$ cat src/rtl/vx_tcu_drl_fedp_sched.sv
// Round-robin scheduler sharing one DRL FEDP datapath between NUM_REQS requesters.
// Each accepted job issues its K-chunks under credit flow control, then drains before completing.
module vx_tcu_drl_fedp_sched #(
    parameter int NUM_REQS   = 4,
    parameter int MAX_STEPS  = 8,
    parameter int PIPE_DEPTH = 4,
    parameter int SW = $clog2(MAX_STEPS + 1),
    parameter int IW = (MAX_STEPS > 1) ? $clog2(MAX_STEPS) : 1,
    parameter int CW = $clog2(PIPE_DEPTH + 1),
    parameter int RW = (NUM_REQS > 1) ? $clog2(NUM_REQS) : 1
) (
    input  logic                   clk,
    input  logic                   reset_n,
    input  logic [NUM_REQS-1:0]    req_valid,
    output logic [NUM_REQS-1:0]    req_ready,
    input  logic [NUM_REQS*32-1:0] req_id,
    input  logic [NUM_REQS*4-1:0]  req_fmt,
    input  logic [NUM_REQS*SW-1:0] req_steps,
    output logic                   step_valid,
    input  logic                   step_ready,
    output logic [31:0]            step_id,
    output logic [3:0]             step_fmt,
    output logic [RW-1:0]          step_src,
    output logic [IW-1:0]          step_idx,
    output logic                   step_first,
    output logic                   step_last,
    input  logic                   credit_ret,
    output logic                   done_valid,
    output logic [31:0]            done_id,
    output logic [RW-1:0]          done_src,
    output logic                   credit_err
);
    typedef enum logic [1:0] {IDLE, ISSUE, DRAIN} state_t;

    state_t              state;
    state_t              state_next;
    logic [RW-1:0]       rr_ptr;
    logic [RW-1:0]       next_ptr;
    logic [CW-1:0]       credits;
    logic [SW-1:0]       steps;
    logic [NUM_REQS-1:0] grant;
    logic [RW-1:0]       sel;
    logic                found;
    int                  cand;
    logic [31:0]         sel_id;
    logic [3:0]          sel_fmt;
    logic [SW-1:0]       sel_steps;
    logic [SW-1:0]       clamped_steps;
    logic [SW-1:0]       idx_ext;
    logic                accept;
    logic                fire;
    logic                drained;

    // Search starts at rr_ptr and wraps, so the requester after the last served one wins.
    always_comb begin
        grant = '0;
        sel   = '0;
        found = 1'b0;
        cand  = 0;
        for (int i = 0; i < NUM_REQS; i++) begin
            cand = int'(rr_ptr) + i;
            if (cand >= NUM_REQS) cand = cand - NUM_REQS;
            if (!found && req_valid[RW'(cand)]) begin
                found = 1'b1;
                sel   = RW'(cand);
            end
        end
        if (found) grant[sel] = 1'b1;
    end

    always_comb begin
        sel_id    = '0;
        sel_fmt   = '0;
        sel_steps = '0;
        for (int i = 0; i < NUM_REQS; i++) begin
            if (sel == RW'(i)) begin
                sel_id    = req_id[i*32 +: 32];
                sel_fmt   = req_fmt[i*4 +: 4];
                sel_steps = req_steps[i*SW +: SW];
            end
        end
    end

    assign clamped_steps = (sel_steps > SW'(MAX_STEPS)) ? SW'(MAX_STEPS) : sel_steps;
    assign req_ready     = (state == IDLE && reset_n) ? grant : '0;
    assign accept        = |(req_valid & req_ready);
    assign step_valid    = (state == ISSUE) && (credits != '0);
    assign fire          = step_valid && step_ready;
    assign idx_ext       = SW'(step_idx);
    assign step_first    = (state == ISSUE) && (step_idx == '0);
    assign step_last     = (state == ISSUE) && (idx_ext == steps - SW'(1));
    assign drained       = (state == DRAIN) && (credits == CW'(PIPE_DEPTH));
    assign next_ptr      = (int'(step_src) == NUM_REQS - 1) ? '0 : step_src + RW'(1);

    always_ff @(posedge clk or negedge reset_n) begin
        if (!reset_n) state <= IDLE;
        else          state <= state_next;
    end

    always_comb begin
        state_next = state;
        case (state)
            IDLE:    if (accept) state_next = (clamped_steps != '0) ? ISSUE : DRAIN;
            ISSUE:   if (fire && step_last) state_next = DRAIN;
            DRAIN:   if (drained) state_next = IDLE;
            default: state_next = IDLE;
        endcase
    end

    always_ff @(posedge clk or negedge reset_n) begin
        if (!reset_n) begin
            rr_ptr     <= '0;
            credits    <= CW'(PIPE_DEPTH);
            steps      <= '0;
            step_id    <= '0;
            step_fmt   <= '0;
            step_src   <= '0;
            step_idx   <= '0;
            done_valid <= 1'b0;
            done_id    <= '0;
            done_src   <= '0;
            credit_err <= 1'b0;
        end else begin
            done_valid <= drained;
            if (accept) begin
                step_id  <= sel_id;
                step_fmt <= sel_fmt;
                step_src <= sel;
                steps    <= clamped_steps;
                step_idx <= '0;
            end else if (fire) begin
                step_idx <= step_idx + IW'(1);
            end
            if (drained) begin
                done_id  <= step_id;
                done_src <= step_src;
                rr_ptr   <= next_ptr;
            end
            // A return that would overflow a full counter is dropped and flagged.
            if (fire && !credit_ret) begin
                credits <= credits - CW'(1);
            end else if (!fire && credit_ret) begin
                if (credits == CW'(PIPE_DEPTH)) credit_err <= 1'b1;
                else                            credits    <= credits + CW'(1);
            end
        end
    end
endmodule
$ cat config.mk
export PLATFORM = sky130hd
export DESIGN_NAME = vx_tcu_drl_fedp_sched
export DESIGN_NICKNAME = d
export VERILOG_FILES = /design/src/rtl/vx_tcu_drl_fedp_sched.sv
export SDC_FILE = /design/constraint.sdc
export NUM_CORES = 1
export LEC_CHECK = 0
export ABC_AREA = 1
export BUFFER_PORTS_ARGS = -buffer_cell sky130_fd_sc_hd__buf_2
export CAP_MARGIN = 20
export CORE_MARGIN = 2
export CORE_UTILIZATION = 35
export CTS_BUF_LIST = sky130_fd_sc_hd__clkbuf_8
export DETAILED_ROUTE_END_ITERATION = 7
export GPL_ROUTABILITY_DRIVEN = 0
export HOLD_SLACK_MARGIN = 0.05
export PLACE_DENSITY = 0.62
export SLEW_MARGIN = 10
export SYNTH_ARGS = -nofsm -noshare
export SYNTH_HDL_FRONTEND = slang
export SYNTH_SLANG_ARGS = --single-unit
$ cat constraint.sdc
create_clock -name clk -period 2.3 [get_ports clk]
set_input_delay 0.115 -clock clk [delete_from_list [all_inputs] [get_ports clk]]
set_output_delay 0.115 -clock clk [all_outputs]
set_load 0.02 [all_outputs]
Yosys cells after proc, flatten, opt, wreduce, memory -nomap -nowiden
Cells that the tools add are included.
{ "classes": {"reduce_logical": 29, "magnitude_cmp": 11, "n_bitwise": 2, "n_eq_ne": 12, "n_addsub": 12, "mux": 52} }
{ "op_table": {"columns": ["operator", "count"], "rows": [
  ["32-bit 2-to-1 mux", 4],
  ["4-bit 2-to-1 mux", 11],
  ["2-bit 2-to-1 mux", 13],
  ["2-bit by 4-bit < comparator with 1-bit output (second input constant)", 4],
  ["3-bit 2-to-1 mux", 5],
  ["1-bit logical AND", 13],
  ["1-bit 2-to-1 mux", 13],
  ["3-bit greater-or-equal comparator (second input constant)", 3],
  ["1-bit binary-select mux with 2-bit select", 4],
  ["2-bit by 1-bit subtractor with 2-bit output (second input constant)", 4],
  ["2-bit by 2-bit adder with 3-bit output (second input constant)", 2],
  ["3-bit by 1-bit adder with 3-bit output (second input constant)", 2],
  ["2-bit by 1-bit == test with 1-bit output (second input constant)", 3],
  ["2-bit == test (second input constant)", 3],
  ["2-bit inequality test (second input constant)", 3],
  ["2-bit case mux with 3 select lines", 1],
  ["3-bit AND reduction", 2],
  ["1-bit zero test", 5],
  ["4-bit bitwise AND", 1],
  ["3-bit by 4-bit == test with 1-bit output", 1],
  ["4-bit greater-than comparator (second input constant)", 1],
  ["2-bit zero test", 2],
  ["2-bit nonzero test", 2],
  ["4-bit nonzero test", 1],
  ["15 further kinds", 15]
]} }
{ "word_totals": {"in_bits": 168, "register_bits": 88, "elab_cells": 130, "out_inout_bits": 84} }

Depth between registers and ports, before layout
{ "logic_depth": {"depth_word": 26, "mapped_depth": 19, "depth_no_buf": 18} }

Least setup slack after synthesis
No wires, ideal clock.
{ "synth_timing": {"path_type": "register to register", "startpoint": "register state[1]", "endpoint": "register credits[2]", "t_arrival_ps": 2351, "period_less_slack_ps": 2425, "path_buffers": 0, "stages_incl_launch_ff": 12, "setup_time_ps": 75, "t_required_ps": 2225, "slack_ps": -125, "path_cell_list": "dfrtp_1 nor2_1 inv_1 a21oi_1 nand2_1 inv_1 ha_1 inv_1 fa_1 xor2_1 nor2_1 xor2_1"} }
{ "synth_between": {"elab_chain_cells": 7, "word_cells_on_any_way": 10, "cone_classes": "eq/ne: 2; mux: 1; reduce/logical: 7"} }
{ "synth_lines": {"columns": ["item", "line", "source"], "rows": [
  ["start: declaration", "35", "state_t state;"],
  ["start signal: assignment", "97", "else state <= state_next;"],
  ["2-bit by 1-bit == test with 1-bit output (*)", "87", "assign step_valid = (state == ISSUE) && (credits != '0);"],
  ["1-bit logical AND (*)", "87", null],
  ["via step_valid", "19", "output logic step_valid,"],
  ["1-bit logical AND (*)", "88", "assign fire = step_valid && step_ready;"],
  ["1-bit zero test", "142", "end else if (!fire && credit_ret) begin"],
  ["1-bit logical AND", "142", null],
  ["2-bit nonzero test (no line)", null, null],
  ["2-bit AND reduction (no line)", null, null],
  ["end signal: assignment", "113", "credits <= CW'(PIPE_DEPTH);"],
  ["end signal: assignment", "141", "credits <= credits - CW'(1);"],
  ["end signal: assignment", "144", "else credits <= credits + CW'(1);"],
  ["end: declaration", "39", "logic [CW-1:0] credits;"]
]} }
The timed path passes the listed nets; every way through them passes the cells marked *.
A chain may end at the register's enable or synchronous reset.

Worst setup path in the final report
{ "layout_timing": {"startpoint": "register rr_ptr[0]", "endpoint": "output req_ready[1]"} }
{ "layout_between": {"elab_chain_cells": 21, "word_cells_on_any_way": 48, "cone_classes": "add/sub: 7; order compare: 6; mux: 28; reduce/logical: 7"} }
{ "layout_lines": {"columns": ["item", "line", "source"], "rows": [
  ["start: declaration", "37", "logic [RW-1:0] rr_ptr;"],
  ["start signal: assignment", "137", "rr_ptr <= next_ptr;"],
  ["branches (longest 19 deep; another with 2-bit by 1-bit adder with 3-bit output)", null, null],
  ["4-bit 2-to-1 mux (*)", "68", "if (found) grant[sel] = 1'b1;"],
  ["4-bit 2-to-1 mux (*)", "85", "assign req_ready = (state == IDLE && reset_n) ? grant : '0;"],
  ["end: declaration", "15", "output logic [NUM_REQS-1:0] req_ready,"]
]} }
Every way passes the cells marked *. The select of a mux whose other input is x is not followed.

==> metrics <==
Clock Skew=13.90 ps; CTS root buf=clkbuf_8; dpl hpwl=12,750 um; Tcrit/Tclk final=106.5%; largest net degree at the start of global routing=70; initial antenna violation count=0; RSZ-0062 raised after global routing=true; Final WS setup=-150.0 ps; Starting Density=35.89%; post-synthesis cell count=around 650; setup violators final=16; CTS sink count=88; Layout area overhead=52.49%; layout cells sized above 1=about two fifths; leakage=4.035 nW; dpl cells=1,075; drt drc=0; Num CTS Buffers=9; via count=5,733; Post-DRT Antenna Nets=0; Critical Path End Type=output port; RR Endpoint=state[1]$_DFFE_PN0P_; Worst path max stage delay=480 ps; Top FF cell, synth=dfrtp_1; Least-Margin Pin Slew=908.4 ps; I/O Buffers=between 200 and 300; highest clock rate=408.2 MHz; WL/cell=16.14 um; Peak VDD IR=0.7252 mV; Syn Nets=827; worst r2r src=rr_ptr[0]$_DFFE_PN0P_; Cell variety after synth=40; Max clock buf depth=2; CP Depth=12; number of DRC markers in iteration 0=between 300 and 400; Worst-path clk slew=80 ps; # IOs=around 250; Syn Std Cell Area=about 5000 sq um; Pre-antenna DRT Iters=5; Die Y=123.3 um; syn avg cell area=7.642 sq um; TritonCTS clock tree=built; critical path class=register to output port; Hold Vio Cnt, Final=0; sequential-to-total area share from yosys stat=44.22%; Hold Crit Start=req_id[109]; power per cell area=1617 nW/um^2; CP cell instances=buf_6, nand2_2, nand3_2, nand2_2, inv_1, nand3_2, or2_1, nand2_2, buf_6, buf_4, nor3_4, buf_6; CP Launch Type=register; CP max FO=7; yosys synthesis warning count=0; worst min path class=primary input to register; first-pass GRT wire length=~26,000 um; final core occ=54.73%; Data arrival, critical path=2330 ps; grt ovf=0; status=finished, violations left; row count=43; CP delay by family, top=simple AND/OR/NAND/NOR gates; die width=approximately 120 um; FF-to-FF setup slack=-30 ps; worst slack, placed=-92.56 ps; vias in the first global route=~5,100; Critical Path RT=around 2200 ps; final non-filler cell total=approximately 1,200; Sequential Area=between 2000 and 2500 sq um; Min Hold Slack=69.92 ps; Vias/cell=4.955; Skew-Pair Late Insertion Delay=around 370 ps; Fillers=1,322; Routed WL=between 15,000 and 20,000 um; max cap viols=0; R2R cell count=19; fin nets=1,149; Worst Path Buf+Inv=5; CORE AREA=13,880 sq um; n_diodes=0; area occupied by multi-input gates=~2500 sq um; H-tree levels=3; Pwr Total=12.29 mW; die area=15,210 sq um; Seq cells post-synth=just under 90; Final min period=2450 ps; CP max stage cell=dfrtp_2; max-slew violation count=0; slew margin rel.=39.44%; gr usage total=22.33%; crit path from=rr_ptr[0]$_DFFE_PN0P_; failing checks=negative setup slack; fraction of registers with async set/reset=100.0%; CP Capture Point=req_ready[1]; EDFF count, synth=0
[synthesized netlist by cell type (8+ instances only)]
cell / count / area, sq um
inv_1: 52 / 195.2
nand4_1: 30 / 187.7
a21oi_1: 10 / 50.05
o21ai_1: 38 / 190.2
nand2_1: 241 / 904.6
o21ai_0: 44 / 220.2
o211ai_1: 13 / 97.59
buf_4: 9 / 67.56
nor2_1: 24 / 90.09
clkbuf_1: 14 / 52.55
dfrtp_1: 87 / 2177
nand2_2: 8 / 50.05
nand3_1: 12 / 60.06
[registers in the layout, summed over array words and instances (netlist names)]
name        cells
credits         3
done_valid      1
state           2
step_idx        3
done_id        32
credit_err      1
step_id        32
steps           4
step_fmt        4
done_src        2
rr_ptr          2
step_src        2
[through the flow]
| step | setup TNS, ps | instance area, sq um |
|---|---|---|
| floorplan | 0 | 4986 |
| global placement | -146.2 | 6496 |
| detailed placement | -1329 | 6496 |
| CTS | -417.2 | 7202 |
| global route | -7530 | 7597 |
| finish | -504.9 | 7597 |
[metal layers]
layer	GRT usage [%]	vias up	wire length (um)
met5	0	-	0
met4	9.446	0	533
met3	4.382	46	1236
met2	37.05	249	9047
met1	28.33	2671	7856
li1	-	2767	-
[power by group]
group	total (mW)	internal (mW)	switching, mW
clock network	1.07	0.492	0.576
logic	8.51	3.48	5.03
registers	2.71	2.26	0.453
total	12.3	6.23	6.06
[logic make-up after synthesis]
family / count (synthesis) / share of synthesized area, %
xor+xnor: 8 / 1.406
flops: 88 / 44.22
fa+ha+maj: 7 / 1.909
buf+inv: 93 / 8.990
simple gates: 335 / 29.96
compound gates: 121 / 13.51
[cell type report]
cell class / count / area share, %
timing repair buffer: 343 / 29.92
sequential: 88 / 29.03
inverter: 59 / 3.146
tap: 180 / 2.964
multi-input combinational: 472 / 32.43
clock inverter: 5 / 0.7740
clock buffer: 9 / 1.630
timing repair inverter: 1 / 0.09881
[worst reg2reg max path, cell delays in order, from the launching register on]
cell,delay [ps]
dfrtp_2,480
buf_6,160
nand2_2,80
nand2_4,70
nand2_1,80
nand2_1,70
nor2_2,130
nand3_2,110
nand2_4,110
nand2_8,80
buf_6,140
nor2_8,130
buf_12,120
nand2_1,60
nand4_2,100
nor2_1,50
nand2_1,80
nand2_1,60
nand2_1,70
nand2_1,50
[repair_timing]
item,4_1_cts,5_1_grt
setup endpoints to repair,35,48
cloned,3,4
resized for setup,21,41
endpoints found under the hold margin,49,0
pin swaps,5,23
hold buffers,35,0
setup buffers,7,20
[placed cells by master, fill, tap and decap left out, types with 13 or more instances in the layout]
master / netlist / routed
nor2_1: 24 / 17
buf_4: 9 / 38
inv_1: 52 / 51
o21ai_1: 38 / 38
o211ai_1: 13 / 13
o21ai_0: 44 / 43
nand4_1: 30 / 30
dfrtp_1: 87 / 85
buf_2: 6 / 246
nand2_1: 241 / 228
nand2_2: 8 / 18
dlygate4sd3_1: 0 / 35
[worst min-delay path by stage]
stage / endpoint / slack (ps) / depth (start not counted)
after floorplan: credit_err$_DFFE_PN0P_ / -180 / 0
after global placement: step_id[30]$_DFFE_PN0P_ / 130 / 2
after detailed placement: done_src[1]$_DFFE_PN0P_ / 130 / 2
after CTS: step_id[13]$_DFFE_PN0P_ / 50 / 3
after global routing: step_id[4]$_DFFE_PN0P_ / 80 / 5
final: step_id[13]$_DFFE_PN0P_ / 70 / 3
No activity file was read; power rests on OpenSTA's default activity.
